===== config.mk =====
export PLATFORM = sky130hd
export DESIGN_NAME = wishbone_arbiter
export DESIGN_NICKNAME = d
export VERILOG_FILES = /design/src/rtl/wishbone_arbiter.sv
export SDC_FILE = /design/constraint.sdc
export NUM_CORES = 1
export LEC_CHECK = 0
export CAP_MARGIN = 20
export CORE_ASPECT_RATIO = 0.7
export CORE_MARGIN = 10
export CORE_UTILIZATION = 26
export CTS_CLUSTER_DIAMETER = 200
export DETAILED_ROUTE_END_ITERATION = 16
export MAX_ROUTING_LAYER = met4
export PLACE_DENSITY = 0.84
export SYNTH_ARGS = -nofsm -noshare
export SYNTH_HDL_FRONTEND = slang
export SYNTH_SLANG_ARGS = --single-unit

===== constraint.sdc =====
create_clock -name clk -period 2.6 [get_ports clk]
set_input_delay 0.26 -clock clk [delete_from_list [all_inputs] [get_ports clk]]
set_output_delay 0.26 -clock clk [all_outputs]
set_load 0.02 [all_outputs]

===== src/rtl/wishbone_arbiter.sv =====
// Two-master, one-slave Wishbone arbiter.
// The grant is round-robin and is held for as long as the granted master keeps
// cyc high. A watchdog ends slave accesses that stall without an ack, so a
// dead slave cannot hang the command path.
module wishbone_arbiter #(
   parameter int          TIMEOUT      = 256,
   parameter logic [31:0] TIMEOUT_DATA = 32'hDEADDEAD
) (
   input  logic        clk,
   input  logic        rst,
   // master 0
   input  logic [31:0] m0_addr_i,
   input  logic [31:0] m0_dat_i,
   output logic [31:0] m0_dat_o,
   input  logic        m0_str_i,
   input  logic        m0_cyc_i,
   input  logic        m0_we_i,
   input  logic        m0_msk_i,
   input  logic        m0_sel_i,
   output logic        m0_ack_o,
   // master 1
   input  logic [31:0] m1_addr_i,
   input  logic [31:0] m1_dat_i,
   output logic [31:0] m1_dat_o,
   input  logic        m1_str_i,
   input  logic        m1_cyc_i,
   input  logic        m1_we_i,
   input  logic        m1_msk_i,
   input  logic        m1_sel_i,
   output logic        m1_ack_o,
   // slave
   output logic [31:0] s_addr_o,
   output logic [31:0] s_dat_o,
   input  logic [31:0] s_dat_i,
   output logic        s_str_o,
   output logic        s_cyc_o,
   output logic        s_we_o,
   output logic        s_msk_o,
   output logic        s_sel_o,
   input  logic        s_ack_i,
   // status
   output logic [1:0]  grant_o,
   output logic        timeout_o
);

   // The counter only ever has to hold 0..TIMEOUT.
   localparam int             CNT_W       = (TIMEOUT < 2) ? 1 : $clog2(TIMEOUT + 1);
   localparam logic [CNT_W-1:0] TIMEOUT_CNT = CNT_W'(TIMEOUT);
   localparam bit             WD_EN       = (TIMEOUT != 0);

   typedef enum logic [1:0] {IDLE, GRANT0, GRANT1} state_t;

   state_t           state, state_next;
   logic             last_grant;   // 0 = m0 was granted last, 1 = m1
   logic [CNT_W-1:0] wd_cnt;
   logic             sel_cyc, sel_str, stall, fire;

   // Next-state: round-robin on a tie from IDLE, no preemption, direct handoff.
   always_comb begin
      // NOTE: every combinational output gets a default first so no path leaves it unassigned (no latch).
      state_next = state;
      case (state)
         IDLE: begin
            if (m0_cyc_i && m1_cyc_i) state_next = last_grant ? GRANT0 : GRANT1;
            else if (m0_cyc_i)        state_next = GRANT0;
            else if (m1_cyc_i)        state_next = GRANT1;
         end
         GRANT0:  if (!m0_cyc_i) state_next = m1_cyc_i ? GRANT1 : IDLE;
         GRANT1:  if (!m1_cyc_i) state_next = m0_cyc_i ? GRANT0 : IDLE;
         default: state_next = IDLE;
      endcase
   end

   // State register; last_grant follows each entry into a grant state.
   always_ff @(posedge clk or posedge rst) begin
      if (rst) begin
         // NOTE: registers use non-blocking assignments so every flop samples pre-edge values.
         state      <= IDLE;
         last_grant <= 1'b1;   // m0 wins the first tie after reset
      end else begin
         state <= state_next;
         if (state_next == GRANT0)      last_grant <= 1'b0;
         else if (state_next == GRANT1) last_grant <= 1'b1;
      end
   end

   // Watchdog: consecutive stalled cycles of the current grant, saturating.
   always_ff @(posedge clk or posedge rst) begin
      if (rst) begin
         wd_cnt <= '0;
      end else if (!WD_EN || state_next != state || !stall || fire) begin
         wd_cnt <= '0;
      end else if (wd_cnt != TIMEOUT_CNT) begin
         wd_cnt <= wd_cnt + CNT_W'(1);
      end
   end

   // A stall is judged on the master's own strobe, before the watchdog gates it.
   assign stall     = sel_cyc && sel_str && !s_ack_i;
   assign fire      = WD_EN && stall && (wd_cnt == TIMEOUT_CNT);
   assign timeout_o = fire;

   // Route the granted master onto the slave side; everything reads 0 in IDLE.
   always_comb begin
      sel_cyc  = 1'b0;
      sel_str  = 1'b0;
      s_addr_o = '0;
      s_dat_o  = '0;
      s_we_o   = 1'b0;
      s_msk_o  = 1'b0;
      s_sel_o  = 1'b0;
      grant_o  = 2'b00;
      case (state)
         GRANT0: begin
            sel_cyc  = m0_cyc_i;
            sel_str  = m0_str_i;
            s_addr_o = m0_addr_i;
            s_dat_o  = m0_dat_i;
            s_we_o   = m0_we_i;
            s_msk_o  = m0_msk_i;
            s_sel_o  = m0_sel_i;
            grant_o  = 2'b01;
         end
         GRANT1: begin
            sel_cyc  = m1_cyc_i;
            sel_str  = m1_str_i;
            s_addr_o = m1_addr_i;
            s_dat_o  = m1_dat_i;
            s_we_o   = m1_we_i;
            s_msk_o  = m1_msk_i;
            s_sel_o  = m1_sel_i;
            grant_o  = 2'b10;
         end
         default: ;
      endcase
      s_cyc_o = sel_cyc;
      s_str_o = sel_str && !fire;
   end

   // Return path: ack only while the owner still holds cyc, so an abandoned
   // access never sees a late slave ack; the watchdog substitutes its own.
   always_comb begin
      m0_ack_o = 1'b0;
      m1_ack_o = 1'b0;
      m0_dat_o = '0;
      m1_dat_o = '0;
      case (state)
         GRANT0: begin
            m0_ack_o = m0_cyc_i && (s_ack_i || fire);
            m0_dat_o = fire ? TIMEOUT_DATA : s_dat_i;
         end
         GRANT1: begin
            m1_ack_o = m1_cyc_i && (s_ack_i || fire);
            m1_dat_o = fire ? TIMEOUT_DATA : s_dat_i;
         end
         default: ;
      endcase
   end

endmodule


==> summary.txt <==
Final Routed Wirelength - 16300 um
most frequent cells in the layout - clkdlybuf4s50_1, a22oi_1, nor2b_1, buf_4, o21a_1
Reg clk slew, reported paths - 0.04 ns
crit path launch type - flop
Design Area, Final - 5640 um^2
# diodes - 0
vias in the first global route - 3755
Top FF cell, synth - dfrtp_1
register area - 302 um^2
DRC errors left - 0
Max-slew headroom - 0.704
drt wl/cell - 21.5 um
Syn Nets - 507
non-filler instance count after layout - 756
Ports - 311
Worst Path Arrival - 2.32 ns
Setup WS pre-CTS - -0.198 ns
Final WS setup - 0.0166 ns
Cells after Synth - 325
Cell Area, Placed - 5690 um^2
Core ar. - 9000 um^2
Nets - 815
Fillers - 803
DP HPWL - 13900 um
Slew @ Worst Pin - 0.443 ns
CP Max Fanout - 17
fin crit share - 0.994
post-layout util - 0.626
fin crit period - 2.58 ns
DIE HEIGHT - 100 um
CTS Buf Count - 3
number of max-cap violations - 0
Antenna Nets Post-Route - 0
CTS Sinks - 12
Yosys warning count - 0
H-Tree Level Count - 1
final setup TNS - 0 ns
Synth async-reset ratio - 1.00
Seq/Total Area, Yosys - 0.127
RSZ-0062 raised after global routing - yes
CTS root buffer - clkbuf_16
R2R Path Start - state[1]
Setup violations, final - 0
Area contributors post-synth - a22oi_1, nor2b_1, o21a_1
Die Area - 13500 um^2
num rows - 29
HP Class - input pin to async pin
Max rail drop VDD - 0.582 mV
Synth area leader - a22oi_1
CTS max path bufs - 2
layout cells sized above 1 - 0.188
DP Cell Count - 749
R2R depth - 10
CTS tree - done
first-pass GRT wire length - 23000 um
WP data required - 2.34 ns
count of different cell masters after synthesis - 36
Die W - 134 um
routability congestion estimate - 0.873
CP Class - flop to output pin
Iter 0 DRT Violations - 210
Starting Density - 0.265
area of the multi-input gates - 1890 um^2
Post-synth EDFFs - 0
total track usage - 0.222
status - complete, no violations
worst skew pair latency - 0.24 ns
Max Fclk - 387 MHz
first-pass detailed-route iteration total - 4
Pins Over Slew Limit - 0
CP Capture Type - output pin
syn_area_per_cell - 7.33 um^2
worst setup path start - state[0]
hold-fix buffers at CTS - 0
skew final - 0.00171 ns
Post-Syn Area - 2380 um^2
pin count of the biggest net entering global routing - 69
grt ovf - 0
Final Hold Viols - 0
leakage power - 2.30 nW
commonest non-fill, non-tap cell in the layout - clkdlybuf4s50_1
# port buffers - 310
vias per inst - 4.93
PD cells - 835 nW/um^2
top cell type's share of synthesized area - 0.214
initial antenna violation count - 0
Seq cells post-synth - 12
synthesis-to-layout area growth - 137%
DR vias - 3730
[final timing paths]
kind / to / slack (ns)
min in group clk: wd_cnt[0] / 0.49
max reg2reg: last_grant / 0.23
max: m0_dat_o[30] / 0.02
min reg2reg: wd_cnt[0] / 0.49
min: wd_cnt[0] / 0.34
max in group asynchronous: last_grant / 1.93
[timing repair]
| item | in CTS | in global routing |
|---|---|---|
| gates cloned | 1 | 0 |
| setup buffers | 0 | 2 |
| gates resized for setup | 202 | 55 |
| setup endpoints to repair | 68 | 120 |
[per-stage QoR]
step / total power [mW] / hold slack (ns)
finish: 4.71 / 0.339
global route: 4.99 / 0.373
CTS: 4.72 / 0.351
detailed placement: 4.55 / 0.485
global placement: 4.47 / 0.473
floorplan: 2.58 / 0.124
[synthesized netlist by cell type (2+ instances only)]
library cell,instances
o21a_1,44
xnor2_1,3
buf_2,3
nand3_1,5
nor3_1,9
a22o_1,2
a22oi_1,68
and3_1,24
nor2b_1,68
xor2_1,4
clkbuf_1,23
nor2_1,5
a31oi_1,2
dfrtp_1,11
o21ai_0,3
nand2_1,4
buf_1,8
ha_1,9
inv_1,10
buf_6,4
[logic make-up (layout without fill, tap and decap cells)]
kind of cell / after synthesis / count (layout) / share of synthesized area
mux: 1 / 1 / 0.00420
flops: 12 / 12 / 0.127
buf+inv: 49 / 356 / 0.0914
xor+xnor: 7 / 7 / 0.0257
compound gates: 125 / 125 / 0.395
fa+ha+maj: 9 / 9 / 0.0473
simple gates: 122 / 122 / 0.309
[where the power goes]
part	switching [mW]	total, mW	internal, mW
logic	2.25	4.20	1.95
clock network	0.0763	0.282	0.206
registers	0.0145	0.228	0.213
[layout make-up]
cell class | count | area share
Multi-Input combinational cell | 264 | 0.336
Timing Repair Buffer | 341 | 0.561
Tap cell | 124 | 0.0275
Inverter | 11 | 0.00777
Sequential cell | 12 | 0.0535
Clock buffer | 4 | 0.0140
[metal layers]
metal,vias to the layer above,track usage,share of wire
li1,1803,-,-
met1,1732,0.230,0.37
met2,182,0.420,0.54
met3,13,0.0599,0.078
met4,0,0.0317,0.0095
met5,-,-,0
[critical path, stage by stage (launching register included)]
cell       delay, ns
dfrtp_1         0.40
inv_2           0.11
ha_4            0.16
a22o_1          0.13
nand2_1         0.07
or4_4           0.55
inv_4           0.10
bufbuf_16       0.28
o21a_1          0.13
buf_4           0.15
[sequential cells by signal, summed over array words and instances (netlist names)]
signal	count
state	2
last_grant	1
wd_cnt	9
No activity file was read; power rests on OpenSTA's default activity.
